`src/rtl/l2_dbg_port_arbiter.sv`:
```
// l2_dbg_port_arbiter: shares one L2 SRAM bank between JTAG debug (m0) and interconnect (m1).
// m1 wins by default; m0 is forced through after MAX_WAIT consecutive denied cycles.
module l2_dbg_port_arbiter #(
    parameter int unsigned ADDR_WIDTH = 15,
    parameter int unsigned DATA_WIDTH = 32,
    parameter int unsigned MAX_WAIT = 8,
    localparam int unsigned BE_WIDTH = DATA_WIDTH / 8
) (
    input  logic                  clk_i,
    input  logic                  rst_n,
    input  logic                  m0_req_i,
    input  logic [ADDR_WIDTH-1:0] m0_addr_i,
    input  logic                  m0_we_i,
    input  logic [DATA_WIDTH-1:0] m0_wdata_i,
    input  logic [BE_WIDTH-1:0]   m0_be_i,
    output logic                  m0_gnt_o,
    output logic                  m0_rvalid_o,
    output logic [DATA_WIDTH-1:0] m0_rdata_o,
    input  logic                  m1_req_i,
    input  logic [ADDR_WIDTH-1:0] m1_addr_i,
    input  logic                  m1_we_i,
    input  logic [DATA_WIDTH-1:0] m1_wdata_i,
    input  logic [BE_WIDTH-1:0]   m1_be_i,
    output logic                  m1_gnt_o,
    output logic                  m1_rvalid_o,
    output logic [DATA_WIDTH-1:0] m1_rdata_o,
    output logic                  mem_csn_o,
    output logic                  mem_wen_o,
    output logic [ADDR_WIDTH-1:0] mem_addr_o,
    output logic [DATA_WIDTH-1:0] mem_wdata_o,
    output logic [BE_WIDTH-1:0]   mem_be_o,
    input  logic [DATA_WIDTH-1:0] mem_rdata_i,
    input  logic                  perf_clr_i,
    output logic [15:0]           perf_conflicts_o
);
    logic [7:0]  r_wait;
    logic        r_rsp, r_owner, r_rd;
    logic [15:0] r_perf;
    logic        w_gnt0, w_gnt1, w_any, w_we;

    // grants are gated by reset so nothing reaches the SRAM while rst_n is low
    assign w_gnt0 = rst_n & m0_req_i & (~m1_req_i | (r_wait == 8'(MAX_WAIT)));
    assign w_gnt1 = rst_n & m1_req_i & ~w_gnt0;
    assign w_any  = w_gnt0 | w_gnt1;
    assign w_we   = w_gnt0 ? m0_we_i : m1_we_i;

    assign m0_gnt_o    = w_gnt0;
    assign m1_gnt_o    = w_gnt1;
    assign mem_csn_o   = ~w_any;
    assign mem_wen_o   = ~(w_any & w_we);
    assign mem_addr_o  = w_gnt0 ? m0_addr_i  : w_gnt1 ? m1_addr_i  : '0;
    assign mem_wdata_o = w_gnt0 ? m0_wdata_i : w_gnt1 ? m1_wdata_i : '0;
    assign mem_be_o    = w_gnt0 ? m0_be_i    : w_gnt1 ? m1_be_i    : '0;

    assign m0_rvalid_o = r_rsp & ~r_owner;
    assign m1_rvalid_o = r_rsp & r_owner;
    assign m0_rdata_o  = (m0_rvalid_o & r_rd) ? mem_rdata_i : '0;
    assign m1_rdata_o  = (m1_rvalid_o & r_rd) ? mem_rdata_i : '0;
    assign perf_conflicts_o = r_perf;

    always_ff @(posedge clk_i or negedge rst_n) begin
        if (!rst_n) begin
            r_wait  <= '0;
            r_rsp   <= 1'b0;
            r_owner <= 1'b0;
            r_rd    <= 1'b0;
            r_perf  <= '0;
        end else begin
            r_wait  <= (m0_req_i & ~w_gnt0) ? r_wait + 8'd1 : 8'd0;
            r_rsp   <= w_any;
            r_owner <= w_gnt1;
            r_rd    <= ~w_we;
            r_perf  <= perf_clr_i ? 16'd0 : (m0_req_i & m1_req_i & ~&r_perf) ? r_perf + 16'd1 : r_perf;
        end
    end
endmodule
```
`config.mk`:
```
export PLATFORM = sky130hd
export DESIGN_NAME = l2_dbg_port_arbiter
export DESIGN_NICKNAME = d
export VERILOG_FILES = /design/src/rtl/l2_dbg_port_arbiter.sv
export SDC_FILE = /design/constraint.sdc
export NUM_CORES = 1
export LEC_CHECK = 0
export CAP_MARGIN = 20
export CORE_AREA = 3 3 108 110
export DETAILED_ROUTE_END_ITERATION = 10
export DIE_AREA = 0 0 111 113
export PLACE_DENSITY = 0.74
export SKIP_CTS_REPAIR_TIMING = 1
export SKIP_LAST_GASP = 1
export SYNTH_ARGS = -nofsm -noshare
export SYNTH_HDL_FRONTEND = slang
export SYNTH_SLANG_ARGS = --single-unit
```
`constraint.sdc`:
```
create_clock -name clk_i -period 1.8 [get_ports clk_i]
set_input_delay 0.27 -clock clk_i [delete_from_list [all_inputs] [get_ports clk_i]]
set_output_delay 0.27 -clock clk_i [all_outputs]
set_load 0.05 [all_outputs]
```
---- After elaboration in Yosys (flattened, before gate mapping) ----
Index checks and enable logic that the tools add are counted.
storage, ports and cells
  word-level logic and storage cells ...... 43
  bits of input ports ..................... 141
  flip-flop bits (word level) ............. 27
  output and inout bits ................... 137
cells by class
  multiplexer cells ....................... 12
  equal/unequal tests ..................... 1
  reduce and logical (&&, ||, !) cells .... 3
  bitwise operators ....................... 20
  $add $sub $neg .......................... 2
operator list
  operator                                                          number
  32-bit 2-to-1 mux                                                 4
  16-bit 2-to-1 mux                                                 2
  15-bit 2-to-1 mux                                                 2
  16-bit by 1-bit adder with 16-bit output (second input constant)  1
  16-bit AND reduction                                              1
  1-bit AND                                                         12
  8-bit by 1-bit adder with 8-bit output (second input constant)    1
  8-bit by 4-bit == test with 1-bit output (second input constant)  1
  4-bit 2-to-1 mux                                                  2
  8-bit 2-to-1 mux                                                  1
  1-bit inverter                                                    6
  1-bit bitwise OR                                                  2
  2-bit nonzero test                                                1
  1-bit logical NOT                                                 1
  1-bit 2-to-1 mux                                                  1

---- Logic depth before layout (Yosys ltp) ----
  word-level depth ........................ 8
  mapped depth ............................ 7
  depth with buffers taken out ............ 6

---- Worst setup path before layout ----
OpenSTA, ideal clock, no wires.
  kind .................................... register -> output
  start ................................... reg r_wait[0]
  end ..................................... out mem_be_o[0]
  cell stages (with the launch flop) ...... 7
  buffers on the path ..................... 1
  required time ........................... 1.530 ns
  setup slack ............................. -0.826 ns
  arrival time ............................ 2.356 ns
  cell sequence ........................... dfrtp_1 -> inv_1 -> ha_1 -> nor4bb_1 -> a31oi_1 -> clkbuf_1 -> a22o_1
on the way
  longest elaborated chain between the ends .. 7
RTL lines
  item                                      line  text
  start, declared                           36    logic [7:0] r_wait;
  start signal, assigned                    69    r_wait <= (m0_req_i & ~w_gnt0) ? r_wait + 8'd1 : 8'd0;
  8-bit by 4-bit == test with 1-bit output  42    assign w_gnt0 = rst_n & m0_req_i & (~m1_req_i | (r_wait == 8'(MAX_WAIT)));
  1-bit bitwise OR                          42
  1-bit AND                                 42
  1-bit inverter                            43    assign w_gnt1 = rst_n & m1_req_i & ~w_gnt0;
  1-bit AND                                 43
  via m1_gnt_o                              24    output logic m1_gnt_o,
  4-bit 2-to-1 mux (2 in series)            53    assign mem_be_o = w_gnt0 ? m0_be_i : w_gnt1 ? m1_be_i : '0;
  end, declared                             31    output logic [BE_WIDTH-1:0] mem_be_o,
The timed path passes the listed nets, and every way through them passes these cells.

---- Worst setup path in the final report ----
  start ................................... reg r_wait[1]
  end ..................................... out mem_wen_o
on the way
  longest elaborated chain between the ends .. 8
  elaborated cells on any way between the ends .. 9
RTL lines
  item                                          line  text
  8-bit by 4-bit == test with 1-bit output (*)  42
  1-bit bitwise OR (*)                          42
  1-bit AND (*)                                 42
  1-bit inverter                                43
  1-bit AND                                     43
  1-bit bitwise OR                              44    assign w_any = w_gnt0 | w_gnt1;
  1-bit AND (*)                                 50    assign mem_wen_o = ~(w_any & w_we);
  1-bit inverter (*)                            50
  end, declared                                 28    output logic mem_wen_o,
Mark *: on every way between the ends. The rest lies on a longest branch, timed or not.

==> results.yml <==
drt:
  drc: 0
  first_pass_iters: 5
  routed_wirelength_um: 15000
  via_per_inst: 4.83
  drt_iter0_drc: 220
  drtAntennaViolNets: 0
  routedWlPerCell_um: 20.2
  vias: 3585
synthesis:
  ys_warn_count: 0
  syn_area_per_cell_um2: 8.22
  synthCells: 289
  syn_nets: 433
  ys_seq_elements: 27
  synth.distinct_cells: 40
  synth_area_mm2: 0.00237
  ys_seq_area_share_pct: 28.5
global_route:
  grt_max_degree: 33
  grt_usage_pct: 21.5
  grt_pass1_wl_um: 21600
  grt_pass1_vias: 3595
  globalRouteOverflowTotal: 0
  antenna_found_initial: 0
cells_and_area:
  area_growth_pct: 217
  layout_common_cells: "clkdlybuf4s50_1 (138), buf_12 (124), and2_1 (68)"
  drive_gt1_share_pct: 46.9
  fin_nets: 748
  fillers: 727
  diodes: 0
  multi_input_area_mm2: 0.00215
  fin_cells: 743
  regArea_um2: 692
  mostFrequentLayoutCell: "clkdlybuf4s50_1"
critical_path:
  crit_end: "mem_wen_o"
  r2r_end: "r_rd$_DFF_PN0_"
  crit_path_start: "r_wait[1]$_DFF_PN0_"
  r2r_setup_slack_ns: -0.06
  reg2reg_depth: 7
  r2r-start: "r_wait[1]$_DFF_PN0_"
  cp_max_fo: 4
  cp-end-kind: "output pin"
  cp-start-kind: "register"
  crit_type: "reg -> out"
  cp.arrival_ns: 2.08
  worstPathRequired_ns: 1.53
cts:
  clk_pin_slew_ns: 0.10
  clock-sinks: 27
  cts_tree: "yes"
  clkLatencyLatePin_ns: 0.28
  cts-root-buf: "clkbuf_8"
  clock_path_buffers: 2
  cts-htree-levels: 1
  numCtsBuffers: 3
sta:
  slew_headroom_pct: 71.0
  worst_hold_slack_ns: 0.494
  hold_viol_final: 0
  timing.fmax_ghz: 0.425
  fin_skew_ns: 0.0119
  min_period_over_period_pct: 131
  period_needed_ns: 2.35
  rsz0062_at_grt: "true"
  setup_viol: 55
  postLayoutSetupSlackWorst_ns: -0.553
  worst_pin_slew_ns: 0.434
  final_max_slew_viol_count: 0
  finalSetupTns_ns: -27.76
place:
  io_buffers: 277
  hpwlAfterDp_um: 12500
  dp.cells: 727
  finalWeightedCongestion: 0.849
power:
  p_leak_nw: 3.22
  powerDensity_mw_per_mm2: 363
  peakVddDrop_mv: 0.453
flow_run:
  maxCapViolations: 0
outcome:
  violations: "negative setup slack"
  status: "finished with violations"
hold_path:
  worst_hold_path_type: "in -> async"
floorplan:
  die_y_um: 113
  start_util_pct: 22.0
  coreArea_mm2: 0.0108
  num_rows: 38
  dieArea_mm2: 0.0125
  die_x_um: 111
  io-pin-count: 278
cells by family (layout without fill, tap and decap cells):
kind of cell / count (synthesis) / after routing / share of synthesized area [%]
compound gates: 87 / 87 / 27.6
xor+xnor: 6 / 6 / 2.21
fa+ha+maj: 3 / 3 / 1.58
buf+inv: 27 / 340 / 5.37
flops: 27 / 27 / 28.5
mux: 1 / 1 / 0.474
simple gates: 138 / 139 / 34.4
critical path, cell delays in order, from the launching register on:
cell and delay, ns:
dfrtp_1 0.39, inv_1 0.06, ha_2 0.15, nor4bb_4 0.27
a21boi_2 0.15, or3b_4 0.43, a21o_4 0.21, buf_8 0.14
cell usage after synthesis (all sizes together):
cell type | instances | area (µm²)
and4 | 1 | 8.76
mux2 | 1 | 11.3
nand3 | 11 | 55.1
xor2 | 5 | 43.8
nor2 | 11 | 41.3
a31oi | 1 | 6.26
a21boi | 1 | 7.51
nand4 | 5 | 31.3
xnor2 | 1 | 8.76
nor2b | 2 | 12.5
ha | 3 | 37.5
a21oi | 14 | 70.1
o31ai | 5 | 37.5
nor4bb | 1 | 10.0
buf | 10 | 53.8
nand2 | 11 | 41.3
and2 | 68 | 425
a41oi | 1 | 8.76
o211ai | 1 | 7.51
nor4 | 2 | 12.5
clkbuf | 12 | 55.1
nor3 | 4 | 20.0
and3 | 5 | 32.5
nand3b | 1 | 7.51
or3b | 1 | 8.76
a21o | 1 | 7.51
o21ai | 11 | 55.1
o21a | 1 | 7.51
inv | 5 | 18.8
or4 | 7 | 56.3
dfrtp | 27 | 676
or3 | 8 | 52.6
a22o | 51 | 447
worst min-delay path by stage:
| stage | from | end | slack (ns) |
|---|---|---|---|
| 2_1_floorplan | rst_n | perf_conflicts_o[0]$_DFFE_PN0P_ | -0.03 |
| 3_3_place_gp | r_wait[0]$_DFF_PN0_ | r_wait[0]$_DFF_PN0_ | 0.53 |
| 3_5_place_dp | r_wait[0]$_DFF_PN0_ | r_wait[0]$_DFF_PN0_ | 0.55 |
| 4_1_cts | rst_n | perf_conflicts_o[3]$_DFFE_PN0P_ | 0.51 |
| 5_1_grt | rst_n | perf_conflicts_o[5]$_DFFE_PN0P_ | 0.53 |
| 6_report | rst_n | perf_conflicts_o[4]$_DFFE_PN0P_ | 0.49 |
sequential cells by signal, summed over array words and instances (netlist names):
name,count
r_owner,1
r_rd,1
perf_conflicts_o,16
r_rsp,1
r_wait,8
metal layers:
metal  GRT usage [%]  wire length [µm]
met1            26.6              5780
met2            38.0              7760
met3            6.31              1230
met4            3.28               242
met5               0                 0
report_power, final:
| part | switching [mW] | internal, mW | leakage, nW | total, mW |
|---|---|---|---|---|
| sequential | 0.00997 | 0.618 | 0.348 | 0.628 |
| combinational | 0.815 | 0.936 | 2.85 | 1.75 |
| clock | 0.195 | 0.155 | 0.0255 | 0.351 |
| total | 1.02 | 1.71 | 3.22 | 2.73 |
cell type report:
cell class / instances / share of cell area (%)
timing repair buffer: 331 / 59.1
multi-input combinational: 236 / 28.5
sequential: 27 / 9.20
tap: 140 / 2.33
clock buffer: 3 / 0.549
inverter: 5 / 0.250
clock inverter: 1 / 0.0666
per-stage QoR:
stage | area (µm²) | util, % | power, mW | setup slack, ns
floorplan | 2950 | - | 1.36 | -0.0968
global placement | 7270 | 67.3 | 2.33 | -0.334
detailed placement | 7270 | 67.3 | 2.35 | -0.329
CTS | 7310 | 67.8 | 2.71 | -0.573
global route | 7520 | 69.6 | 2.84 | -0.631
finish | 7520 | 69.6 | 2.73 | -0.553
Note: power is estimated with default switching activity, not from simulation.
